## src/rtl/out_port_arbiter.sv

```systemverilog
// out_port_arbiter: one crossbar output of the 5-port mesh router.
// Grants the output to one input per packet in round-robin order, holds
// the grant from HEADER to TAIL, and paces FIFO reads against downstream
// credits.
//
// Handshake: an input is served only while it is granted; a flit moves on
// every cycle where rd_en[g] is high (FIFO non-empty and a credit is
// available), and shows up on the crossbar one cycle later with out_valid.
module out_port_arbiter #(
   parameter int CREDITS = 4,
   parameter int CW      = 3
) (
   input  logic          clk,
   input  logic          rst,
   input  logic [4:0]    req,
   input  logic [4:0]    empty,
   input  logic [14:0]   flit_id,
   input  logic          credit_in,
   output logic [4:0]    grant,
   output logic [4:0]    rd_en,
   output logic [2:0]    xbar_sel,
   output logic          out_valid,
   output logic          credit_err
);

   localparam logic [2:0] HEADER = 3'b001;
   localparam logic [2:0] TAIL   = 3'b100;

   typedef enum logic {IDLE = 1'b0, BUSY = 1'b1} state_e;

   state_e        state_q, state_d;
   logic [4:0]    grant_q, grant_d;
   logic [2:0]    sel_q, sel_d;
   logic [2:0]    ptr_q, ptr_d;
   logic [CW-1:0] credits_q, credits_d;
   logic          out_valid_q, out_valid_d;
   logic          credit_err_q, credit_err_d;

   logic [4:0]    elig;
   logic          pick_found;
   logic [2:0]    pick_idx;
   logic [3:0]    cand_sum;
   logic [2:0]    cand;
   logic [2:0]    g_flit;
   logic          rd_any;

   // Eligible inputs: requesting, data present, and a HEADER at the FIFO head.
   always_comb begin
      elig = '0;
      for (int i = 0; i < 5; i++) begin
         elig[i] = req[i] & ~empty[i] & (flit_id[3*i +: 3] == HEADER);
      end
   end

   // Round-robin pick: first eligible index after the last-served pointer.
   always_comb begin
      pick_found = 1'b0;
      pick_idx   = '0;
      cand_sum   = '0;
      cand       = '0;
      for (int k = 1; k <= 5; k++) begin
         cand_sum = {1'b0, ptr_q} + 4'(k);
         if (cand_sum >= 4'd5) cand_sum = cand_sum - 4'd5;
         cand = cand_sum[2:0];
         if (!pick_found && elig[cand]) begin
            pick_found = 1'b1;
            pick_idx   = cand;
         end
      end
   end

   // Read strobe for the granted input and the type of the flit being read.
   always_comb begin
      rd_en  = '0;
      g_flit = '0;
      if (state_q == BUSY && credits_q != '0) begin
         rd_en = grant_q & ~empty;
      end
      for (int i = 0; i < 5; i++) begin
         if (grant_q[i]) g_flit = flit_id[3*i +: 3];
      end
      rd_any = |rd_en;
   end

   // Next-state logic: arbitration FSM, credit counter and error flag.
   always_comb begin
      state_d      = state_q;
      grant_d      = grant_q;
      sel_d        = sel_q;
      ptr_d        = ptr_q;
      credits_d    = credits_q;
      credit_err_d = credit_err_q;
      out_valid_d  = rd_any;

      unique case (state_q)
         IDLE: begin
            if (pick_found) begin
               grant_d = 5'b00001 << pick_idx;
               sel_d   = pick_idx;
               state_d = BUSY;
            end
         end
         BUSY: begin
            // The lock is released only by a TAIL that is actually read.
            if (rd_any && g_flit == TAIL) begin
               state_d = IDLE;
               ptr_d   = sel_q;
               grant_d = '0;
               sel_d   = '0;
            end
         end
         default: state_d = IDLE;
      endcase

      unique case ({rd_any, credit_in})
         2'b10: credits_d = credits_q - CW'(1);
         2'b01: begin
            if (credits_q == CW'(CREDITS)) credit_err_d = 1'b1;
            else                           credits_d    = credits_q + CW'(1);
         end
         default: credits_d = credits_q;
      endcase
   end

   // State registers with synchronous active-low reset.
   always_ff @(posedge clk) begin
      if (!rst) begin
         state_q      <= IDLE;
         grant_q      <= '0;
         sel_q        <= '0;
         ptr_q        <= 3'd4;
         credits_q    <= CW'(CREDITS);
         out_valid_q  <= 1'b0;
         credit_err_q <= 1'b0;
      end else begin
         state_q      <= state_d;
         grant_q      <= grant_d;
         sel_q        <= sel_d;
         ptr_q        <= ptr_d;
         credits_q    <= credits_d;
         out_valid_q  <= out_valid_d;
         credit_err_q <= credit_err_d;
      end
   end

   assign grant      = grant_q;
   assign xbar_sel   = sel_q;
   assign out_valid  = out_valid_q;
   assign credit_err = credit_err_q;

endmodule

```

## config.mk

```make
export PLATFORM = sky130hd
export DESIGN_NAME = out_port_arbiter
export DESIGN_NICKNAME = d
export VERILOG_FILES = /design/src/rtl/out_port_arbiter.sv
export SDC_FILE = /design/constraint.sdc
export NUM_CORES = 1
export LEC_CHECK = 0
export ABC_AREA = 0
export CORE_MARGIN = 10
export CORE_UTILIZATION = 51
export CTS_CLUSTER_SIZE = 8
export DETAILED_ROUTE_END_ITERATION = 16
export HOLD_SLACK_MARGIN = 0.12
export PLACE_DENSITY = 0.84
export SLEW_MARGIN = 0
export SYNTH_ARGS = -nofsm -noshare
export SYNTH_HDL_FRONTEND = slang
export SYNTH_SLANG_ARGS = --single-unit
```

## constraint.sdc

```tcl
create_clock -name clk -period 4.4 [get_ports clk]
set_input_delay 0.88 -clock clk [delete_from_list [all_inputs] [get_ports clk]]
set_output_delay 0.88 -clock clk [all_outputs]
set_load 0.05 [all_outputs]
```

# [After elaboration in Yosys (flattened, before gate mapping)]
# Index checks and enable logic that the tools add are counted.
[word_totals] ff_bits=17 output_inout_bits=15 wordCells=119
[op_classes] n_shift=1 n_eq_ne=12 add_sub_neg=12 order_cmp=10 n_mux=42 n_reduce_logical=17 bitwise_logic=18
[op_table] operator="two-way mux 3 bit" n=18
[op_table] operator=">= comparator 4 x 3 -> 1 bit (second input constant)" n=5
[op_table] operator="< comparator 3 x 4 -> 1 bit (second input constant)" n=5
[op_table] operator="binary-select mux 1 bit (select 3 bit)" n=5
[op_table] operator="== test 3 x 1 -> 1 bit (second input constant)" n=5
[op_table] operator="two-way mux 5 bit" n=3
[op_table] operator="subtractor 3 bit (second input constant)" n=5
[op_table] operator="two-way mux 1 bit" n=12
[op_table] operator="one-hot mux 3 bit (2 select lines)" n=2
[op_table] operator="AND 1 bit" n=10
[op_table] operator="one-hot mux 5 bit (2 select lines)" n=1
[op_table] operator="adder 3 x 2 -> 4 bit (second input constant)" n=2
[op_table] operator="adder 3 x 3 -> 4 bit (second input constant)" n=2
[op_table] operator="AND reduction 2 bit" n=4
[op_table] operator="== test 3 bit (second input constant)" n=2
[op_table] operator="logical AND 1 bit" n=6
[op_table] operator="NOT 1 bit" n=6
[op_table] operator="AND 5 bit" n=1
[op_table] operator="NOT 5 bit" n=1
[op_table] operator="OR reduction 5 bit" n=1
[op_table] operator="<< shifter 1 x 3 -> 5 bit (first input constant)" n=1
[op_table] operator="adder 3 x 1 -> 4 bit (second input constant)" n=1
[op_table] operator="zero test 1 bit" n=4
[op_table] operator="inequality test 2 bit (second input constant)" n=2
[op_table] operator="other kinds (8)" n=8

# [Logic depth before layout (Yosys ltp)]
# Gate-level depths: netlist of the first run.
[depth] ltp_word=21 ltp_mapped=16

# [Worst setup path after synthesis of the first run]
# OpenSTA, ideal clock, no wires.
[synth_timing] kind="reg2reg" from="register ptr_q[0]" to="register grant_q[3], in the netlist grant[3]" path_stages_with_launch=16 required_time_ns=4.339 period_less_slack_ns=3.421 path_slack_ns=0.979 setup_time_ns=0.061 t_arrival_ns=3.361 cell_sequence="dfxtp_1 buf_2 buf_2 inv_1 ha_1 inv_1 fa_1 clkbuf_1 o21ai_0 nand2_1 a311oi_2 nand3_1 nor4b_4 and4_1 o21a_2 a22o_1"
[synth_via] elab_chain_cells=21 elab_cells_between_ends=53
[synth_lines] element="start: declaration" line_no="34" text="logic [2:0] ptr_q, ptr_d;"
[synth_lines] element="start signal: assignment" line_no="139" text="ptr_q <= ptr_d;"
[synth_lines] element="adder 3 x 1 -> 4 bit" line_no="62" text="cand_sum = {1'b0, ptr_q} + 4'(k);"
[synth_lines] element=">= comparator 4 x 3 -> 1 bit or subtractor 3 bit (tied branches)" line_no="63" text="if (cand_sum >= 4'd5) cand_sum = cand_sum - 4'd5;"
[synth_lines] element="two-way mux 3 bit" line_no="63"
[synth_lines] element="binary-select mux 1 bit (select 3 bit)" line_no="65" text="if (!pick_found && elig[cand]) begin"
[synth_lines] element="two-way mux 1 bit (not written as such)" line_no="65"
[synth_lines] element="two-way mux 1 bit" line_no="65"
[synth_lines] element="zero test 1 bit" line_no="65"
[synth_lines] element="logical AND 1 bit" line_no="65"
[synth_lines] element="(+5 left out)"
[synth_lines] element="logical AND 1 bit" line_no="65"
[synth_lines] element="two-way mux 1 bit" line_no="65"
[synth_lines] element="zero test 1 bit" line_no="65"
[synth_lines] element="logical AND 1 bit" line_no="65"
[synth_lines] element="two-way mux 3 bit" line_no="65"
[synth_lines] element="<< shifter 1 x 3 -> 5 bit" line_no="98" text="grant_d = 5'b00001 << pick_idx;"
[synth_lines] element="two-way mux 5 bit" line_no="97" text="if (pick_found) begin"
[synth_lines] element="one-hot mux 5 bit (2 select lines)" line_no="95" text="unique case (state_q)"
[synth_lines] element="end signal: assignment" line_no="137" text="grant_q <= grant_d;"
[synth_lines] element="end: declaration" line_no="32" text="logic [4:0] grant_q, grant_d;"
# Several ways; a longest one is shown, not always the timed one. The select of a mux whose other input is x is not followed.
# A chain may end at the register's enable or synchronous reset.

# [Final worst setup path of the first run]
[layout_timing] from="register ptr_q[1]" to="register grant_q[0], in the netlist grant[0]"
# Same word-level chain as after synthesis.

==> results of run 1 <==
==> final timing paths <==
| check | start | end | slack, ns | cells after the start |
|---|---|---|---|---|
| max | ptr_q[1] | grant[0] | 0.80 | 11 |
| min | credit_err | credit_err | 0.48 | 1 |
| max reg2reg | ptr_q[1] | grant[0] | 0.80 | 11 |
| min reg2reg | credit_err | credit_err | 0.48 | 1 |
==> area by class of cell <==
| class | count | area (um^2) | share of cell area (%) |
|---|---|---|---|
| timing repair buffer | 43 | 427.9 | 17.84 |
| inverter | 8 | 30.03 | 1.252 |
| tap | 48 | 60.06 | 2.504 |
| clock buffer | 4 | 45.04 | 1.878 |
| sequential | 17 | 340.3 | 14.19 |
| multi-input combinational | 195 | 1495 | 62.34 |
==> power by group through the flow <==
stage	Sequential, mW	Clock, mW	Combinational, mW
2_1_floorplan	0.178	0	0.0319
3_3_place_gp	0.168	0	0.0804
3_5_place_dp	0.168	0	0.0823
4_1_cts	0.165	0.118	0.0828
5_1_grt	0.166	0.127	0.0887
6_report	0.165	0.117	0.0829
==> metal layers <==
metal  GRT usage, %  vias up  share of wire, %
met5              0        -                 0
met4          7.266        0               1.5
met3          3.201        7               4.6
met2          27.39       55                50
met1          20.79      890                44
li1               -      950                 -
==> state kept, by name, indices dropped and copies added (netlist names) <==
name	count
grant	5
credits_q	3
ptr_q	3
xbar_sel	3
credit_err	1
out_valid	1
state_q	1
==> critical path: cells and delay by family (launching register included) <==
kind	cells	cell delay, ns
buffers and inverters	1	0.25
adders and majority gates	1	0.52
AOI/OAI and AO/OA	5	0.97
and+or+nand+nor	4	1.26
DFF	1	0.55
==> metrics by stage <==
step / setup WS [ns] / area [um^2] / utilization [%] / cells
global route: 0.4777 / 2399 / 66.01 / 315
CTS: 0.8127 / 2399 / 66.01 / 315
floorplan: 0.9786 / 1903 / - / 227
finish: 0.7991 / 2399 / 66.01 / 315
global placement: 0.7319 / 2354 / 64.77 / 311
detailed placement: 0.6745 / 2354 / 64.77 / 311
==> synthesized netlist by cell type, types with 3 or more instances <==
master	n	area [um^2]
mux2i_1	12	120.1
nor2b_1	8	50.05
a211oi_1	3	22.52
or2_2	3	18.77
or3_1	6	37.54
nor2_1	14	52.55
inv_1	8	30.03
and3_1	3	18.77
o21ai_1	3	15.01
o21ai_0	8	40.04
nor3_1	7	35.03
xnor2_1	3	26.28
o21a_1	3	22.52
nor3b_1	3	22.52
buf_2	3	15.01
dfxtp_1	17	340.3
nor4bb_1	4	40.04
nand2_1	11	41.29
a32o_1	3	30.03
nand3_1	3	15.01
nand2b_1	18	112.6
o22ai_1	4	25.02
a21o_1	3	22.52
clkbuf_1	3	11.26
o211ai_1	4	30.03
a21oi_1	9	45.04
ha_1	10	125.1
==> kinds of logic (layout without fill, tap and decap cells) <==
logic type | after synthesis | after routing | synth area share (%)
XOR/XNOR | 6 | 6 | 3.156
buffers and inverters | 15 | 55 | 3.550
flip-flops | 17 | 17 | 17.88
adder cells (fa/ha/maj) | 12 | 12 | 8.679
AO/OA/AOI/OAI | 65 | 65 | 26.50
AND/OR/NAND/NOR | 98 | 98 | 32.15
multiplexers | 14 | 14 | 8.087
==> cells in the final DEF, fill, tap and decap left out, types with 3 or more instances in the layout <==
| cell | count |
|---|---|
| o211ai_1 | 4 |
| clkdlybuf4s50_1 | 42 |
| a21o_1 | 3 |
| or2_2 | 3 |
| o22ai_1 | 4 |
| nand2_1 | 11 |
| o21a_1 | 3 |
| nor2b_1 | 8 |
| a32o_1 | 3 |
| nor4bb_1 | 4 |
| or3_1 | 6 |
| xnor2_1 | 3 |
| a21oi_1 | 9 |
| nand3_1 | 3 |
| dfxtp_1 | 17 |
| nor3b_1 | 3 |
| ha_1 | 10 |
| and3_1 | 3 |
| nand2b_1 | 18 |
| o21ai_0 | 8 |
| o21ai_1 | 3 |
| inv_1 | 8 |
| a211oi_1 | 3 |
| nor3_1 | 7 |
| clkbuf_8 | 3 |
| mux2i_1 | 12 |
| nor2_1 | 14 |
==> flow_metrics.env, run 1 <==
export IMPL_critical_path_required_ns=4.60
export IMPL_ys_async_sr_fraction_pct=0
export IMPL_avgRoutedWirePerCell_um=17.10
export IMPL_finalPower_uw=364.4
export IMPL_clock_sinks=17
export IMPL_cts_buffer_depth=2
export IMPL_grt_max_degree=22
export IMPL_ant_nets=0
export IMPL_portBuffers=42
export IMPL_die_w_um=81.09
export IMPL_seqPwrFrac_pct=45.2
export IMPL_worstSetupPathType="register to register"
export IMPL_start_util_pct=52.38
export IMPL_final_max_slew_viol_count=0
export IMPL_status="completed"
export IMPL_path_clk_slew_ns=0.06
export IMPL_crit_path_cell_trace="inv_1, ha_1, nor2b_1, o21ai_1, a2111oi_1, a311oi_2, nand3_1, nor4b_4, and4_1, o21a_2, a32o_1"
export IMPL_grt_antenna_before_repair=0
export IMPL_cts_resized_gates=0
export IMPL_synth_edff_count=0
export IMPL_cts_tree="built"
export IMPL_drt_iter0_drc=122
export IMPL_syn_avg_cell_area_um2=8.384
export IMPL_row_count=22
export IMPL_ys_seq_area_share_pct=17.88
export IMPL_synth_cell_types=66
export IMPL_first_global_vias=1859
export IMPL_clk_latency_ns=0.25
export IMPL_vias=1902
export IMPL_synth_area_um2=1903
export IMPL_yosys_register_bits=17
export IMPL_p_sw_share_pct=26.59
export IMPL_rsz0062_at_grt="false"
export IMPL_routed_wl_mm=5.387
export IMPL_fill_cells=316
export IMPL_core_um2=3633
export IMPL_period_minus_slack_ns=3.601
export IMPL_grt_overflow_total=0
export IMPL_setup_viol=0
export IMPL_grt_pass1_wl_mm=8.783
export IMPL_maxCapViolations=0
export IMPL_final_hold_viol_count=0
export IMPL_whs_ns=0.4800
export IMPL_postSynthNetCount=267
export IMPL_grt_use_total_pct=16.70
export IMPL_clock_skew_ns=0.0006861
export IMPL_cts_buffers=3
export IMPL_synth_flop_cell="dfxtp_1"
export IMPL_p_switching_uw=96.90
export IMPL_startpoint_type="register"
export IMPL_drc=0
export IMPL_vdd_drop_max_mv=0.2429
export IMPL_worst_slew_pin_slew_ns=0.8395
export IMPL_relSlewSlack_pct=43.56
export IMPL_leakagePower_nw=0.8691
export IMPL_fmax_mhz=277.7
export IMPL_drive_gt1_share_pct=7.491
export IMPL_syn_inst=227
export IMPL_cts_root_buffer="clkbuf_8"
export IMPL_slowest_delay_ns=0.55
export IMPL_cp_slowest_cell="dfxtp_1"
export IMPL_ios=43
export IMPL_antenna_cells=0
export IMPL_post_dp_hpwl_mm=4.428
export IMPL_syn_to_final_growth_pct=26.04
export IMPL_crit_fanout=13
export IMPL_nets=308
export IMPL_end_kind="register"
export IMPL_pwr_share_comb_pct=22.7
export IMPL_worst_ep_arrival_time_ns=3.80
export IMPL_post_cts_setup_buffers=0
export IMPL_die_area_um2=6575
export IMPL_setup_tns_final_ns=0
export IMPL_vias_per_cell=6.038
export IMPL_first_pass_iters=5
export IMPL_min_path_type="register to register"
export IMPL_fp_dieH_um=81.09
export IMPL_min_period_over_period_pct=81.84
export IMPL_cts_max_level=1
export IMPL_power_internal_uw=267.5
export IMPL_yosys_warnings=0
export IMPL_cts_hold_buffers=0
export IMPL_place_gp_congestion=0.8879
export IMPL_p_clk_share_pct=32.0
export IMPL_powerDensity_nw_per_um2=151.9
Power figures use the tool's default switching activity.
==> inputs of run 2 (changes only) <==
==> constraint.sdc (replaced) <==
create_clock -name clk -period 3.6 [get_ports clk]
set_input_delay 0.72 -clock clk [delete_from_list [all_inputs] [get_ports clk]]
set_output_delay 0.72 -clock clk [all_outputs]
set_load 0.05 [all_outputs]
==> run 2 against run 1 <==
Effect of this change: clock-buffer cell count stayed put; core utilization is 1.7 points higher; maximum frequency is 8.5% higher; sequential share of layout area is 0.35 points lower; largest cell class unchanged; largest power group unchanged.
==> flow_metrics.env, run 2 (synthesized netlist as in run 1, its figures left out) <==
export IMPL_row_count=22
export IMPL_first_pass_iters=5
export IMPL_final_hold_viol_count=0
export IMPL_grt_use_total_pct=16.21
export IMPL_leakagePower_nw=0.8992
export IMPL_path_clk_slew_ns=0.06
export IMPL_hold_path_startpoint="credit_err"
export IMPL_core_um2=3633
export IMPL_first_global_vias=1813
export IMPL_whs_ns=0.4695
export IMPL_rsz0062_at_grt="false"
export IMPL_grt_overflow_total=0
export IMPL_nets=314
export IMPL_relSlewSlack_pct=42.69
export IMPL_grt_antenna_before_repair=0
export IMPL_critical_path_required_ns=3.74
export IMPL_period_minus_slack_ns=3.318
export IMPL_vias=1953
export IMPL_worstSetupPathType="register to register"
export IMPL_end_kind="register"
export IMPL_power_internal_uw=327.3
export IMPL_avgRoutedWirePerCell_um=17.14
export IMPL_reg2reg_from="ptr_q[1]"
export IMPL_post_dp_hpwl_mm=4.468
export IMPL_clock_skew_ns=0.003172
export IMPL_crit_fanout=12
export IMPL_p_switching_uw=111.0
export IMPL_syn_to_final_growth_pct=29.26
export IMPL_portBuffers=42
export IMPL_largest_reg_flops=5
export IMPL_clock_sinks=17
export IMPL_seqPwrFrac_pct=45.9
export IMPL_drc=0
export IMPL_final_cell_mix="42 x clkdlybuf4s50_1, 18 x nand2b_1, 17 x dfxtp_1, 14 x nor2_1, 12 x mux2i_1"
export IMPL_ios=43
export IMPL_start_util_pct=52.38
export IMPL_fp_dieH_um=81.09
export IMPL_p_clk_share_pct=30.9
export IMPL_critPathLaunch="ptr_q[1]"
export IMPL_startpoint_type="register"
export IMPL_die_w_um=81.09
export IMPL_worst_slew_pin_slew_ns=0.8523
export IMPL_status="completed"
export IMPL_antenna_cells=0
export IMPL_vdd_drop_max_mv=0.2568
export IMPL_post_cts_setup_buffers=0
export IMPL_drt_iter0_drc=228
export IMPL_pwr_share_comb_pct=23.2
export IMPL_setup_tns_final_ns=0
export IMPL_cts_hold_buffers=0
export IMPL_cts_buffer_depth=2
export IMPL_p_sw_share_pct=25.33
export IMPL_worst_ep_arrival_time_ns=3.45
export IMPL_setup_viol=0
export IMPL_min_path_type="register to register"
export IMPL_vias_per_cell=6.084
export IMPL_final_max_slew_viol_count=0
export IMPL_min_period_over_period_pct=92.16
export IMPL_routed_wl_mm=5.502
export IMPL_finalPower_uw=438.4
export IMPL_cts_root_buffer="clkbuf_8"
export IMPL_clk_latency_ns=0.24
export IMPL_drive_gt1_share_pct=10.99
export IMPL_powerDensity_nw_per_um2=178.2
export IMPL_cts_resized_gates=0
export IMPL_maxCapViolations=0
export IMPL_place_gp_congestion=0.8885
export IMPL_cts_buffers=3
export IMPL_cts_max_level=1
export IMPL_grt_pass1_wl_mm=8.735
export IMPL_cts_tree="built"
export IMPL_fmax_mhz=301.4
export IMPL_die_area_um2=6575
export IMPL_ant_nets=0
export IMPL_grt_max_degree=22
export IMPL_layout_commonest_cell="clkdlybuf4s50_1"
-- run 2: cell types whose count changed in the layout (fill, tap and decap cells not counted) --
cell / change
fa_2: +1
buf_4: +6
o21ai_2: +1
fa_1: -1
a2111oi_1: -1
o21ai_1: -1
a2111oi_2: +1
nor3_2: +1
nor3_1: -1
-- run 2: per-layer routing --
layer  global-route usage, %  up-vias  wire length [um]
met3                   1.766       14               323
met1                   21.26      900              2385
met2                   27.47       81              2712
met5                       0        -                 0
li1                        -      958                 -
met4                   4.325        0                82
-- run 2: path summary, 6_finish.rpt --
check	endpoint	cells after the start	slack [ns]
worst max-delay path	grant[1]	12	0.28
worst min-delay path	credit_err	1	0.47
worst max register to register	grant[1]	12	0.28
worst min register to register	credit_err	1	0.47
-- run 2: cell type report --
class,count,area [um^2]
timing repair buffer,49,473.0
fill,301,1174
clock buffer,4,45.04
inverter,8,30.03
tap,48,60.06
sequential,17,340.3
multi-input combinational,195,1511
-- run 2: per-stage QoR --
stage / instances / setup slack (ns) / instance area [um^2] / utilization (%)
after floorplan: 227 / 0.1786 / 1903 / -
after global placement: 317 / 0.1121 / 2399 / 66.01
after detailed placement: 317 / 0.08990 / 2399 / 66.01
after CTS: 321 / 0.1541 / 2444 / 67.25
after global routing: 321 / 0.05263 / 2460 / 67.70
final: 321 / 0.2821 / 2460 / 67.70
-- run 2: power by group through the flow --
stage | Clock [mW] | Combinational [mW] | Sequential [mW]
after global placement | 0 | 0.0993 | 0.205
after floorplan | 0 | 0.0390 | 0.217
final | 0.136 | 0.102 | 0.201
after global routing | 0.145 | 0.109 | 0.202
after CTS | 0.139 | 0.102 | 0.201
after detailed placement | 0 | 0.101 | 0.205
-- run 2: worst max-delay path, cell delays in order, from the launching register on --
cell	delay (ns)
dfxtp_1	0.39
inv_1	0.17
ha_1	0.57
buf_4	0.21
nand4bb_1	0.10
o211a_1	0.19
mux2_1	0.32
mux2i_1	0.27
a21oi_1	0.14
o31ai_1	0.31
a221oi_2	0.14
buf_4	0.17
a32o_1	0.25
